===== config.mk =====
export PLATFORM = sky130hd
export DESIGN_NAME = booth_coef_encoder
export DESIGN_NICKNAME = d
export VERILOG_FILES = /design/src/rtl/booth_coef_encoder.sv
export SDC_FILE = /design/constraint.sdc
export NUM_CORES = 1
export LEC_CHECK = 0
export ABC_AREA = 0
export BUFFER_PORTS_ARGS = -buffer_cell sky130_fd_sc_hd__buf_2
export CAP_MARGIN = 20
export CORE_UTILIZATION = 52
export CTS_BUF_LIST = sky130_fd_sc_hd__clkbuf_8
export CTS_CLUSTER_SIZE = 8
export DETAILED_ROUTE_END_ITERATION = 16
export PLACE_DENSITY = 0.84
export REMOVE_ABC_BUFFERS = 1
export SYNTH_ARGS = -nofsm -noshare
export SYNTH_HDL_FRONTEND = slang
export SYNTH_SLANG_ARGS = --single-unit

===== constraint.sdc =====
create_clock -name clk -period 2.2 [get_ports clk]
set_input_delay 0.11 -clock clk [delete_from_list [all_inputs] [get_ports clk]]
set_output_delay 0.11 -clock clk [all_outputs]
set_load 0.05 [all_outputs]

===== src/rtl/booth_coef_encoder.sv =====
`default_nettype none
// ============================================================================
// Module      : booth_coef_encoder
// Description : Sequential radix-4 Booth recoder. Accepts one signed
//               coefficient per transaction and emits its Booth digits,
//               LSB digit first, as {inv, shift[1:0]} select codes.
// Revision    : 1.0 - initial release
// ============================================================================
module booth_coef_encoder #(
    parameter  int COEF_W  = 8,
    localparam int c_NDIG  = COEF_W / 2,
    localparam int c_IDX_W = (c_NDIG > 1) ? $clog2(c_NDIG) : 1
) (
    input  logic               clk,
    input  logic               rst_n,
    input  logic               clr,
    input  logic               in_valid,
    output logic               in_ready,
    input  logic [COEF_W-1:0]  in_coef,
    output logic               out_valid,
    input  logic               out_ready,
    output logic [2:0]         out_sel,
    output logic [c_IDX_W-1:0] out_idx,
    output logic               out_last
);

    localparam logic [0:0]         c_ST_IDLE  = 1'b0;
    localparam logic [0:0]         c_ST_RUN   = 1'b1;
    localparam logic [c_IDX_W-1:0] c_LAST_IDX = c_IDX_W'(c_NDIG - 1);

    logic [0:0]         r_state;
    logic [0:0]         w_state_nxt;
    logic [COEF_W:0]    r_sr;
    logic [c_IDX_W-1:0] r_cnt;
    logic [2:0]         w_sel;
    logic               w_run;
    logic               w_last;
    logic               w_in_fire;
    logic               w_out_fire;

    assign w_run      = (r_state == c_ST_RUN);
    assign w_last     = w_run && (r_cnt == c_LAST_IDX);
    // A new coefficient may enter on the cycle the final digit leaves,
    // which is what gives gap-free back-to-back throughput.
    assign in_ready   = !clr && (!w_run || (w_last && out_ready));
    assign w_in_fire  = in_valid && in_ready;
    assign w_out_fire = w_run && out_ready;

    assign out_valid  = w_run;
    assign out_idx    = r_cnt;
    assign out_last   = w_last;
    assign out_sel    = w_run ? w_sel : 3'b000;

    // Map the current Booth triplet (b[2i+1], b[2i], b[2i-1]) to a select code
    always_comb begin
        w_sel = 3'b000;
        case (r_sr[2:0])
            3'b000:  w_sel = 3'b000; //  0
            3'b001:  w_sel = 3'b001; // +1
            3'b010:  w_sel = 3'b001; // +1
            3'b011:  w_sel = 3'b010; // +2
            3'b100:  w_sel = 3'b110; // -2
            3'b101:  w_sel = 3'b101; // -1
            3'b110:  w_sel = 3'b101; // -1
            3'b111:  w_sel = 3'b000; //  0
            default: w_sel = 3'b000;
        endcase
    end

    // Next-state logic; clr takes priority over both handshakes
    always_comb begin
        w_state_nxt = r_state;
        if (clr) begin
            w_state_nxt = c_ST_IDLE;
        end else if (w_in_fire) begin
            w_state_nxt = c_ST_RUN;
        end else if (w_out_fire && w_last) begin
            w_state_nxt = c_ST_IDLE;
        end
    end

    // State register
    always_ff @(posedge clk or negedge rst_n) begin
        if (!rst_n) begin
            r_state <= c_ST_IDLE;
        end else begin
            r_state <= w_state_nxt;
        end
    end

    // Shift register and digit counter: load on accept, advance on each digit handshake
    always_ff @(posedge clk or negedge rst_n) begin
        if (!rst_n) begin
            r_sr  <= '0;
            r_cnt <= '0;
        end else if (clr) begin
            r_cnt <= '0;
        end else if (w_in_fire) begin
            r_sr  <= {in_coef, 1'b0};
            r_cnt <= '0;
        end else if (w_out_fire) begin
            if (w_last) begin
                r_cnt <= '0;
            end else begin
                r_sr  <= {{2{r_sr[COEF_W]}}, r_sr[COEF_W:2]};
                r_cnt <= r_cnt + c_IDX_W'(1);
            end
        end
    end

endmodule
`default_nettype wire


# [Word level (Yosys, flattened, before mapping)]
# Memories as Yosys holds them, arrays and structs flattened.
# Cells that the tools add are included.
[classes] n_eq_ne=2 n_addsub=1 mux=11 n_reduce_logical=14 bitwise=1
[op_table] op="2-to-1 mux 8 bit" n=2
[op_table] op="2-to-1 mux 9 bit" n=1
[op_table] op="2-to-1 mux 2 bit" n=4
[op_table] op="logical AND 1 bit" n=6
[op_table] op="nonzero test 3 bit" n=2
[op_table] op="2-to-1 mux 1 bit" n=3
[op_table] op="2-to-1 mux 3 bit" n=1
[op_table] op="AND reduction 3 bit" n=1
[op_table] op="adder 2 x 1 -> 2 bit (second input constant)" n=1
[op_table] op="== test 2 bit (second input constant)" n=1
[op_table] op="logical NOT 1 bit" n=2
[op_table] op="!= test 2 x 1 -> 1 bit (second input constant)" n=1
[op_table] op="AND reduction 2 bit" n=1
[op_table] op="nonzero test 2 bit" n=1
[op_table] op="logical OR 1 bit" n=1
[op_table] op="inverter 1 bit" n=1
[word_totals] register_bits=12 memories=1 wordCells=34 mem_bits_ro=24 input_bits=13
[memory_table] name="(no name shown)" depth=8 width=3 rd=1 rd_clocked_by_memory_dff=0 write_ports=0 line_no="57" text="case (r_sr[2:0])"

# [Longest topological paths before layout]
[depth] word_depth=8 mapped_depth=5

# [Worst setup path before layout]
# OpenSTA, ideal clock, no wires.
[synth_timing] kind="register -> register" start="reg r_cnt[0] (netlist: out_idx[0])" end="reg r_sr[2]" required_time_ns=2.075 path_stages_with_launch=6 t_arrival_ns=1.977 setup_slack_ns=0.098 cell_sequence="dfrtp_1 ha_1 nor4bb_2 buf_6 mux2_1 mux2_2"
[synth_via] elab_chain_len=8
[synth_lines] item="start: declaration" line_no="34" text="logic [c_IDX_W-1:0] r_cnt;"
[synth_lines] item="start signal: assignment" line_no="106" text="r_cnt <= r_cnt + c_IDX_W'(1);"
[synth_lines] item="== test 2 bit *" line_no="42" text="assign w_last = w_run && (r_cnt == c_LAST_IDX);"
[synth_lines] item="logical AND 1 bit *" line_no="42"
[synth_lines] item="logical AND 1 bit" line_no="45" text="assign in_ready = !clr && (!w_run || (w_last && out_ready));"
[synth_lines] item="logical OR 1 bit" line_no="45"
[synth_lines] item="logical AND 1 bit" line_no="45"
[synth_lines] item="logical AND 1 bit" line_no="46" text="assign w_in_fire = in_valid && in_ready;"
[synth_lines] item="!= test 2 x 1 -> 1 bit (no source line) or nonzero test 2 bit (tied branches)"
[synth_lines] item="AND reduction 3 bit (no source line)"
[synth_lines] item="end signal: assignment" line_no="99" text="r_sr <= {in_coef, 1'b0};"
[synth_lines] item="end signal: assignment" line_no="105" text="r_sr <= {{2{r_sr[COEF_W]}}, r_sr[COEF_W:2]};"
[synth_lines] item="end: declaration" line_no="33" text="logic [COEF_W:0] r_sr;"
# Mark *: on every way between the ends. The rest lies on a longest branch, timed or not. The select of a mux whose other input is x is not followed.
# A chain may end at the register's enable or synchronous reset.

# [Final worst setup path]
# Same ends and word-level chain as after synthesis.

==> results.json <==
{
  "timing.rr.end": "r_sr[2]",
  "worstRegToRegCells": 5,
  "cp_cell_sequence": "ha_1, nor4bb_2, buf_4, mux2_1, mux2_2",
  "synthTopCellsByCount": "dfrtp_1 (12), nor2_1 (7), and2_1 (6)",
  "holdPathStages": 2,
  "io_pins": 21,
  "power_switching_uw": 192.7,
  "max_cap_viol_count": 0,
  "gp_congestion": 0.7126,
  "drive_gt1_share_pct": 36.05,
  "row_count": 13,
  "pwr-share-comb_pct": 25.0,
  "synth_top_area_share_pct": 41.67,
  "yosysUniqueCellTypes": 23,
  "max_freq_mhz": 513.6,
  "fp.coreArea_um2": 1301,
  "p_clk_share_pct": 30.0,
  "clk_latency_ns": 0.24,
  "overflow": 0,
  "hold_violations": 0,
  "clk_path_buf_depth": 2,
  "synthesis.instances": 64,
  "worstSetupEndpointType": "flip-flop",
  "cp_data_arrival_time_ns": 2.07,
  "synthArstFlopShare_pct": 100.0,
  "drtIter0Drc": 10,
  "synth_edf_count": 0,
  "cp_top_family": "multiplexers",
  "drt-total-wl_mm": 1.386,
  "detail-route-antenna-nets": 0,
  "netlist_area_um2": 720.7,
  "seqPwrFrac_pct": 45.0,
  "r2r_setup_slack_ns": 0.25,
  "post-route-min-period_ns": 1.947,
  "finalCritPeriodShare_pct": 88.50,
  "crit-reg2reg-launch": "out_idx[0]",
  "report.final.slew_viol_count": 0,
  "fin_util_pct": 66.92,
  "syn_avg_cell_area_um2": 11.26,
  "die-area_um2": 1539,
  "slowest_stage": "dfrtp_1",
  "numCtsBuffers": 3,
  "io_buffers": 20,
  "setup_ws_ns": 0.2531,
  "nets": 105,
  "grt_setup_unrepaired": "false",
  "p_leak_nw": 0.4456,
  "synth_top_area_cell": "dfrtp_1",
  "yosysSeqAreaShare_pct": 41.67,
  "drc": 0,
  "vias": 539,
  "vias_per_cell": 5.337,
  "cts_resized": 0,
  "cts_hold_buf": 1,
  "power_density_nw_per_um2": 737.9,
  "start_util_pct": 55.38,
  "hpwl_mm": 1.014,
  "htree_levels": 1,
  "power.internal_uw": 449.9,
  "critPathBufInv": 1,
  "ys_warn_count": 0,
  "tightest_slew_ns": 0.4620,
  "min_to": "r_sr[5]",
  "grt_pass1_vias": 500,
  "drt-wirelength-per-cell_um": 13.72,
  "antenna_cells": 0,
  "cts_root_buf": "clkbuf_8",
  "place_ws_ns": 0.2812,
  "antenna_found_initial": 0,
  "critPathKind": "reg2reg",
  "area_growth_syn_to_layout_pct": 20.83,
  "synth_most_common_cell": "dfrtp_1",
  "ys.flop_type": "dfrtp_1",
  "slew_headroom_pct": 69.17,
  "finClkSkew_ns": 0.0009652,
  "postCtsSetupBuffers": 0,
  "slowest_delay_ns": 0.41,
  "path_clk_slew_ns": 0.05,
  "worst-path-max-fanout": 8,
  "tritoncts": "yes",
  "min_from": "in_coef[4]",
  "grt_max_degree": 13,
  "fill_cells": 110,
  "fp.dieW_um": 39.23,
  "grt_pass1_wl_mm": 2.304,
  "yosys-top-cells-area": "dfrtp_1 (42%), ha_1 (6.9%), mux2_2 (6.3%)",
  "vdd_ir_drop_max_mv": 0.4914,
  "synth_seq_cells": 12,
  "startpoint_type": "flip-flop",
  "min_path_type": "in2reg",
  "dr.pass1.iters": 4,
  "grt_usage_pct": 23.26,
  "setup_violations": 0,
  "clkSinkCount": 12,
  "die_h_um": 39.23,
  "swShare_pct": 29.98,
  "outcome": "completed",
  "crit_required_ns": 2.32
}
how the worst max path moves through the flow:
stage,start,end,slack [ns],cells after the start
after global routing,out_idx[0],r_sr[2],0.14,5
final,out_idx[0],r_sr[2],0.25,5
after CTS,out_idx[0],r_sr[2],0.26,5
after detailed placement,out_idx[0],r_sr[2],0.28,5
after global placement,out_idx[0],r_sr[4],0.33,5
after floorplan,out_idx[0],r_sr[2],-0.08,4
state kept, by name, summed over array words and instances, names as in the netlist:
name	cells
r_sr	9
out_idx	2
out_valid	1
power by group through the flow:
| stage | clock, mW | sequential [mW] | combinational (mW) |
|---|---|---|---|
| after global routing | 0.204 | 0.294 | 0.178 |
| final | 0.193 | 0.289 | 0.161 |
| after global placement | 0 | 0.288 | 0.154 |
| after CTS | 0.197 | 0.289 | 0.162 |
| after floorplan | 0 | 0.290 | 0.110 |
| after detailed placement | 0 | 0.292 | 0.160 |
per-stage QoR:
step	instance area (um2)	setup TNS (ns)	std cells	hold slack (ns)	total power [mW]
after detailed placement	819.5	0	97	-0.002026	0.4522
after floorplan	693.2	-0.2462	61	-0.1856	0.3993
after CTS	870.8	0	101	0.09778	0.6487
after global routing	870.8	0	101	0.09768	0.6762
after global placement	819.5	0	97	-0.003903	0.4417
final	870.8	0	101	0.1013	0.6425
worst register-to-register path, stage by stage, from the launching register on:
cell and delay, ns:
dfrtp_1 0.41, ha_1 0.32, nor4bb_2 0.31, buf_4 0.20
mux2_1 0.32, mux2_2 0.27
cell type report:
cell class / count / area (um2) / share of cell area (%)
repair buffers: 22 / 117.6 / 13.51
clock buffers: 3 / 41.29 / 4.741
flip-flops and latches: 12 / 300.3 / 34.48
well taps: 15 / 18.77 / 2.155
multi-input cells: 45 / 377.9 / 43.39
inverters: 4 / 15.01 / 1.724
per-layer routing:
layer  routed length [um]  track usage (%)  up-vias
met5                    0                0        -
met4                   23            7.759        0
met3                   50            5.202        4
met2                  678            38.75       15
met1                  634            29.48      253
li1                     -                -      267
cell usage in the layout, fill, tap and decap left out, drive strengths merged:
| master | count |
|---|---|
| mux2i | 2 |
| and2b | 1 |
| and4b | 1 |
| nor2 | 7 |
| nand2 | 3 |
| a21boi | 1 |
| dlygate4sd3 | 1 |
| nor4bb | 1 |
| nor3 | 1 |
| ha | 4 |
| a221o | 4 |
| a21oi | 2 |
| inv | 4 |
| nor3b | 2 |
| nor2b | 1 |
| o221ai | 1 |
| dfrtp | 12 |
| buf | 21 |
| clkbuf | 3 |
| o21ai | 1 |
| and2 | 6 |
| mux2 | 7 |
logic make-up (layout without fill, tap and decap cells):
| kind of cell | Yosys count | count (layout) | synth area share, % |
|---|---|---|---|
| simple gates | 23 | 23 | 20.32 |
| buf+inv | 7 | 29 | 5.901 |
| fa+ha+maj | 4 | 4 | 6.945 |
| flops | 12 | 12 | 41.67 |
| compound gates | 9 | 9 | 11.46 |
| mux | 9 | 9 | 13.71 |
Note: power is estimated with default switching activity, not from simulation.
